### src/rtl/seg7_defs.vh
// Seven-segment constants shared by every hex display in the design.
// Include this file inside a package or module scope. It contains only localparams.
// Segment patterns are active-high, with bit order {g,f,e,d,c,b,a}.
localparam logic [6:0] SEG_BLANK = 7'h7F;
localparam logic [3:0] AN_OFF    = 4'hF;

// Entry n holds the pattern for hex digit n. Entry 0 is the rightmost element of the literal.
localparam logic [15:0][6:0] SEG_TABLE = {
    7'h71, 7'h79, 7'h5E, 7'h58, 7'h7C, 7'h77, 7'h67, 7'h7F,
    7'h07, 7'h7D, 7'h6D, 7'h66, 7'h4F, 7'h5B, 7'h06, 7'h3F
};

### src/rtl/seg7_scan_display_pkg.sv
// Shared types and constants for the seven-segment scan display.
// Latency: n/a (declarations only).
// Backpressure: n/a.
package seg7_scan_display_pkg;

    `include "seg7_defs.vh"

    typedef logic [1:0] digit_t;

    // Returns the active-high segment pattern for one hex nibble.
    function automatic logic [6:0] seg7_pattern(input logic [3:0] nibble);
        return SEG_TABLE[nibble];
    endfunction

endpackage

### src/rtl/seg7_scan_display_hex_to_seg7.sv
// Hex nibble to seven-segment pattern decoder (active-high, {g,f,e,d,c,b,a}).
// Latency: purely combinational, 0 cycles.
// Backpressure: none.
// Ports: nibble (4-bit hex digit in), pattern (7-bit active-high segments out).
module hex_to_seg7
    import seg7_scan_display_pkg::*;
(
    input  logic [3:0] nibble,
    output logic [6:0] pattern
);

    assign pattern = seg7_pattern(nibble);

endmodule

### src/rtl/seg7_scan_display.sv
// Four-digit multiplexed hex display with a tear-free frame-boundary commit of the datapath result.
// Latency: an/seg are registered one cycle behind digit/disp. A load is shown at the next frame boundary.
// Backpressure: none. load is always accepted, and later loads in a frame overwrite the shadow value.
// Ports: clk, reset (async, active-high), value[15:0], load (strobe), seg[6:0] (active-low),
//        an[3:0] (active-low, an[0] = low nibble), pending, commit (pulse aligned with the new digit 0).
module seg7_scan_display
    import seg7_scan_display_pkg::*;
#(
    parameter int CLK_DIV  = 50000,
    parameter bit BLANK_LZ = 1'b1
) (
    input  logic        clk,
    input  logic        reset,
    input  logic [15:0] value,
    input  logic        load,
    output logic [6:0]  seg,
    output logic [3:0]  an,
    output logic        pending,
    output logic        commit
);

    localparam int                DIV_W    = $clog2(CLK_DIV);
    localparam logic [DIV_W-1:0] DIV_LAST = DIV_W'(CLK_DIV - 1);

    logic [DIV_W-1:0] div_cnt;
    digit_t           digit;
    logic [15:0]      shadow;
    logic [15:0]      disp;
    logic             commit_q;

    logic             tick;
    logic             boundary;
    logic [3:0]       cur_nibble;
    logic [6:0]       cur_pattern;
    logic             blank;
    logic [6:0]       seg_next;

    assign tick     = (div_cnt == DIV_LAST);
    assign boundary = tick && (digit == 2'd3);

    assign cur_nibble = disp[{digit, 2'b00} +: 4];

    hex_to_seg7 u_hex_to_seg7 (
        .nibble  (cur_nibble),
        .pattern (cur_pattern)
    );

    // A digit is blank when it and every digit above it are zero. Digit 0 is never blank.
    always_comb begin
        blank = 1'b0;
        if (BLANK_LZ) begin
            case (digit)
                2'd3:    blank = (disp[15:12] == 4'h0);
                2'd2:    blank = (disp[15:8]  == 8'h00);
                2'd1:    blank = (disp[15:4]  == 12'h000);
                default: blank = 1'b0;
            endcase
        end
        seg_next = blank ? SEG_BLANK : ~cur_pattern;
    end

    always_ff @(posedge clk or posedge reset) begin
        if (reset) begin
            div_cnt  <= '0;
            digit    <= '0;
            shadow   <= '0;
            disp     <= '0;
            pending  <= 1'b0;
            commit_q <= 1'b0;
            commit   <= 1'b0;
            seg      <= SEG_BLANK;
            an       <= AN_OFF;
        end else begin
            div_cnt <= tick ? '0 : div_cnt + DIV_W'(1);
            if (tick) begin
                digit <= digit + 2'd1;
            end

            an  <= ~(4'b0001 << digit);
            seg <= seg_next;

            // commit_q marks the edge where disp changed. Delaying it one more stage
            // lines the commit pulse up with the first refresh of the new digit 0.
            commit <= commit_q;

            if (boundary) begin
                if (load) begin
                    // Bypass: a load that lands on the boundary is shown immediately.
                    disp     <= value;
                    shadow   <= value;
                    pending  <= 1'b0;
                    commit_q <= 1'b1;
                end else if (pending) begin
                    disp     <= shadow;
                    pending  <= 1'b0;
                    commit_q <= 1'b1;
                end else begin
                    commit_q <= 1'b0;
                end
            end else begin
                commit_q <= 1'b0;
                if (load) begin
                    shadow  <= value;
                    pending <= 1'b1;
                end
            end
        end
    end

endmodule

### config.mk
export PLATFORM = sky130hd
export DESIGN_NAME = seg7_scan_display
export DESIGN_NICKNAME = d
export VERILOG_FILES = /design/src/rtl/seg7_scan_display_pkg.sv /design/src/rtl/seg7_scan_display_hex_to_seg7.sv /design/src/rtl/seg7_scan_display.sv
export VERILOG_INCLUDE_DIRS = /design/src /design/src/rtl
export SDC_FILE = /design/constraint.sdc
export NUM_CORES = 1
export LEC_CHECK = 0
export CORE_MARGIN = 3
export CORE_UTILIZATION = 55
export DETAILED_ROUTE_END_ITERATION = 12
export PLACE_DENSITY = 0.75
export SLEW_MARGIN = 15
export SYNTH_ARGS = -nofsm -noshare
export SYNTH_HDL_FRONTEND = slang
export SYNTH_SLANG_ARGS = --single-unit
### constraint.sdc
create_clock -name clk -period 2.94 [get_ports clk]
set_clock_uncertainty 0.1 [all_clocks]
set_input_delay 0.441 -clock clk [delete_from_list [all_inputs] [get_ports clk]]
set_output_delay 0.441 -clock clk [all_outputs]
set_load 0.01 [all_outputs]
## After elaboration in Yosys (flattened, before gate mapping)

Memory sizes are Yosys's and may differ from the RTL's.
Cells that the tools add are included.

| word-level totals | value |
|---|---|
| memories kept | 1 |
| logic and storage cells | 39 |
| flip-flop bits (word level) | 64 |
| output and inout port bits | 13 |
| input bits | 19 |
| ROM bits | 112 |

| cells by class | value |
|---|---|
| equal/unequal tests | 4 |
| reduce and logical (&&, ||, !) cells | 7 |
| muxes and demuxes | 11 |
| shift-type cells | 2 |
| bitwise logic cells | 2 |
| magnitude comparators | 1 |
| add/subtract/negate cells | 2 |

Memory list:

| memory | words | width | read ports | clocked after memory_dff | write ports | line | text |
|---|---|---|---|---|---|---|---|
| (name not given) | 16 | 7 | 1 | 0 | 0 | seg7_scan_display_pkg.sv:12 | `return SEG_TABLE[nibble];` |

Operators with widths:

| kind | count |
|---|---|
| 16-bit 2-to-1 mux | 3 |
| 16-bit by 1-bit adder with 16-bit output, second input constant | 1 |
| 16-bit == test, second input constant | 1 |
| 16-bit by 5-bit variable part select with 4-bit output | 1 |
| 7-bit 2-to-1 mux | 2 |
| 12-bit zero test | 1 |
| 8-bit zero test | 1 |
| 7-bit NOT | 1 |
| 4-bit by 5-bit less-than comparator with 1-bit output, second input constant | 1 |
| 1-bit 2-to-1 mux | 5 |
| 2-bit == test, second input constant | 2 |
| 4-bit zero test | 1 |
| 4-bit NOT | 1 |
| 2-bit nonzero test | 2 |
| 1-bit by 2-bit << shifter with 4-bit output, first input constant | 1 |
| 1-bit one-hot mux with 3 select lines | 1 |
| 2-bit by 1-bit adder with 2-bit output, second input constant | 1 |
| 2-bit by 1-bit == test with 1-bit output, second input constant | 1 |
| 2-bit AND reduction | 1 |
| 1-bit logical AND | 1 |

## Depth between registers and ports, before layout

| logic depth | value |
|---|---|
| depth after elaboration | 5 |
| mapped depth | 8 |
| mapped depth without buffers | 7 |

## By module

Synthesis repeated with hierarchy kept, for this count alone.

| second synthesis, totals | value |
|---|---|
| cell total of the unflattened synthesis | 238 |
| area, all modules | 3004.1 um^2 |

Modules (own cells, without submodules):

| module | instances | cells each | seq. area each (um^2) | area each (um^2) |
|---|---|---|---|---|
| seg7_scan_display | 1 | 201 | 1615.3 | 2732.6 |
| hex_to_seg7 | 1 | 37 | 0.0 | 271.5 |

## Worst setup path before layout

OpenSTA, ideal clock, no wires.

| timing path | value |
|---|---|
| path type | flip-flop to flip-flop |
| start | reg div_cnt[4] |
| end | reg disp[0] |
| arrival time | 2.204 ns |
| required time | 2.715 ns |
| stages on the path, launching flop included | 6 |
| slack | 0.511 ns |
| period minus slack after synthesis | 2.429 ns |
| path through | dfrtp_1 or4_1 or3_4 nor4_4 buf_6 mux2_2 |

| on the way | value |
|---|---|
| longest elaborated chain between the ends | 3 |

Ends and longest elaborated chain:

| element | line | text |
|---|---|---|
| start: declaration | seg7_scan_display.sv:25 | `logic [DIV_W-1:0] div_cnt;` |
| start signal: assignment | seg7_scan_display.sv:74 | `div_cnt <= tick ? '0 : div_cnt + DIV_W'(1);` |
| 16-bit == test | seg7_scan_display.sv:38 | `assign tick = (div_cnt == DIV_LAST);` |
| 1-bit logical AND | seg7_scan_display.sv:39 | `assign boundary = tick && (digit == 2'd3);` |
| 2-bit AND reduction (no line) | - |  |
| end signal: assignment | seg7_scan_display.sv:89 | `disp <= value;` |
| end signal: assignment | seg7_scan_display.sv:94 | `disp <= shadow;` |
| end: declaration | seg7_scan_display.sv:28 | `logic [15:0] disp;` |

Every way passes these cells.
A chain may end at the register's enable or synchronous reset.

## Final worst setup path

| timing path | value |
|---|---|
| start | reg div_cnt[4] |
| end | reg disp[6] |

Same word-level chain as after synthesis.

==> summary.txt <==
Clocking
  – Post-CTS Setup Bufs: 0
  – Hold buffer count at cts: 0
  – Insertion delay to the later sink of the worst-skew pair: 340 ps
  – CTS Sinks: 64
  – Root Buffer: clkbuf_8
  – Num CTS Buffers: 9
  – CTS tree: yes
  – Worst-path clk slew: 70 ps
  – H-tree Lvls: 3
  – Longest Clk Path Bufs: 2
  – CTS resizes: 0

Placement
  – Hpwl dp: 3540 um
  – Final Wtd Congestion: 0.805
  – Placed inst area: 3290 um^2
  – Port bufs: 31
  – Pre-CTS setup slack: 573 ps

Worst setup path
  – CP Max Fanout: 17
  – CP required: 3060 ps
  – Crit path arrival time: 2490 ps
  – Startpoint Class: flip-flop
  – Kind of critical path: flip-flop to flip-flop
  – CP endpoint kind: flip-flop

Floorplan
  – Initial Util: 58.9%
  – Row Count: 25
  – Die ar.: 6170 um^2
  – Core area: 4910 um^2
  – Io pins: 32
  – Die width: 78.5 um
  – Die H: 78.5 um

STA
  – Worst-Margin Slew: 780 ps
  – PnR worst setup slack: 570 ps
  – Setup-failing EPs final: 0
  – Max Fclk: 0.422 GHz
  – RSZ-0062 raised after global routing: no
  – Min Tclk post-route: 2370 ps
  – Total negative slack: 0 ps
  – Hold Vio Cnt, Final: 0
  – Max Slew Vio Count: 0
  – Rel. slew slack: 47.5%
  – Tcrit/Tclk final: 80.6%
  – Min Hold Slack: 250 ps

Global routing
  – First-pass GRT wire length: 8830 um
  – Initial antenna violation count: 0
  – Global route total overflow: 0
  – Pin count of the biggest net entering global routing: 34
  – GRT Util Overall: 19.1%
  – Vias in the first global route: 1860

Route
  – Vias per cell: 5.37
  – Drt wl/cell: 15.2 um
  – First DRT Iteration DRCs: 66
  – Via count: 1804
  – Number of detailed-route iterations in the first pass: 4
  – Final wirelength: 5100 um
  – Final ANT Viol Nets: 0
  – DRC Markers: 0

Flow run
  – Max-cap violations: 0

Yosys
  – FFs w/ async S/R, synth: 100%
  – Synthesized cell area: 2890 um^2
  – Post-synth top flop: dfrtp_1
  – Synth Warn #: 0
  – FF+latch count, synth: 64
  – Net Count, Synth: 254
  – Synth cell types: 37
  – Cell count after synthesis: 224
  – Synth Area per Inst: 12.9 um^2
  – Count leader, synth: dfrtp_1
  – Post-synth top area share: 45.8%
  – EDFF count, synth: 0
  – Top cells by area, synth: dfrtp_1 (46%), mux2_2 (14%), dfstp_2 (10%)
  – Top post-synthesis cells by count: dfrtp_1 (53), mux2_2 (35), inv_1 (15), nor2_1 (14)
  – Largest area contributor in the netlist: dfrtp_1
  – Sequential-to-total area share from yosys stat: 55.8%

Worst hold path
  – Hold Path Class: flip-flop to flip-flop

Final layout
  – Area Overhead vs Synth: 20.9%
  – Design area: 3500 um^2
  – Post-layout util: 71.2%
  – Ratio of cells with drive above 1 in the final layout: 26.8%
  – Number of diodes: 0
  – Layout Nets: 294

Status
  – Status: completed

Power
  – Leakage power: 1.49 nW
  – Max VDD drop: 0.369 mV
  – P per Cell Area: 537 nW/um^2
==> critical path, cell delays in order, from the launching register on <==
cell and delay, ps:
dfrtp_1 420, or4_1 520, or3_4 350, nor4_4 210, buf_4 280, mux2_2 370
==> kinds of logic after synthesis <==
family / Yosys count / share of synthesized area, %
muxes: 43 / 18.1
AOI/OAI and AO/OA: 21 / 4.67
and+or+nand+nor: 49 / 9.30
DFF: 64 / 55.8
buffers and inverters: 22 / 3.11
xor gates and xnor gates: 14 / 4.24
adders and majority gates: 11 / 4.76
==> power by group <==
part | internal, mW | total [mW] | switching (mW)
clock network | 0.479 | 0.802 | 0.323
logic | 0.0783 | 0.140 | 0.0621
registers | 0.924 | 0.937 | 0.0133
total | 1.48 | 1.88 | 0.399
==> final cells by class <==
| cell class | instances | area [um^2] |
|---|---|---|
| Timing Repair Buffer | 36 | 348 |
| Inverter | 15 | 56.3 |
| Fill cell | 374 | 1410 |
| Clock inverter | 3 | 67.6 |
| Clock buffer | 13 | 139 |
| Tap cell | 67 | 83.8 |
| Sequential cell | 64 | 1620 |
| Multi-Input combinational cell | 138 | 1190 |
==> final timing paths <==
check                                     start               endpoint  slack, ps  cells past startpoint
hold reg to reg              commit_q$_DFF_PP0_       commit$_DFF_PP0_        250                      0
hold / removal               commit_q$_DFF_PP0_       commit$_DFF_PP0_        250                      0
setup / recovery           div_cnt[4]$_DFF_PP0_    disp[6]$_DFFE_PP0P_        570                      5
min in group asynchronous                 reset  shadow[5]$_DFFE_PP0P_        410                      3
setup reg to reg           div_cnt[4]$_DFF_PP0_    disp[6]$_DFFE_PP0P_        570                      5
max in group asynchronous                 reset        an[3]$_DFF_PP1_       1990                      3
==> layer usage <==
metal / vias up / routed length (um) / track usage, %
met2: 42 / 2410 / 28.7
met3: 5 / 205 / 5.85
met1: 890 / 2420 / 25.3
met4: 0 / 66 / 9.09
met5: - / 0 / 0
li1: 867 / - / -
==> cell usage in the layout, fill, tap and decap left out, drive strengths merged, types with 2 or more instances in the layout <==
| cell | n |
|---|---|
| xnor2 | 9 |
| mux2i | 4 |
| mux2 | 35 |
| nand4 | 3 |
| buf | 5 |
| clkbuf | 13 |
| dfrtp | 53 |
| clkdlybuf4s50 | 31 |
| o211ai | 2 |
| or4 | 2 |
| and3 | 2 |
| nor3 | 4 |
| o21ai | 7 |
| ha | 11 |
| o22ai | 2 |
| mux4 | 4 |
| xor2 | 5 |
| nor4 | 6 |
| dfstp | 11 |
| nor2 | 14 |
| nand3 | 5 |
| a21oi | 3 |
| nand2 | 8 |
| bufinv | 2 |
| inv | 15 |
==> through the flow <==
step / power (mW) / std cells
6_report: 1.88 / 336
3_5_place_dp: 1.10 / 320
4_1_cts: 1.89 / 336
3_3_place_gp: 1.09 / 320
2_1_floorplan: 1.03 / 224
5_1_grt: 1.96 / 336
==> flip-flops by register name, summed over array words and instances, names as in the netlist <==
| register | count |
|---|---|
| disp | 16 |
| digit | 2 |
| an | 4 |
| seg | 7 |
| pending | 1 |
| shadow | 16 |
| commit_q | 1 |
| div_cnt | 16 |
| commit | 1 |
Power figures use the tool's default switching activity.
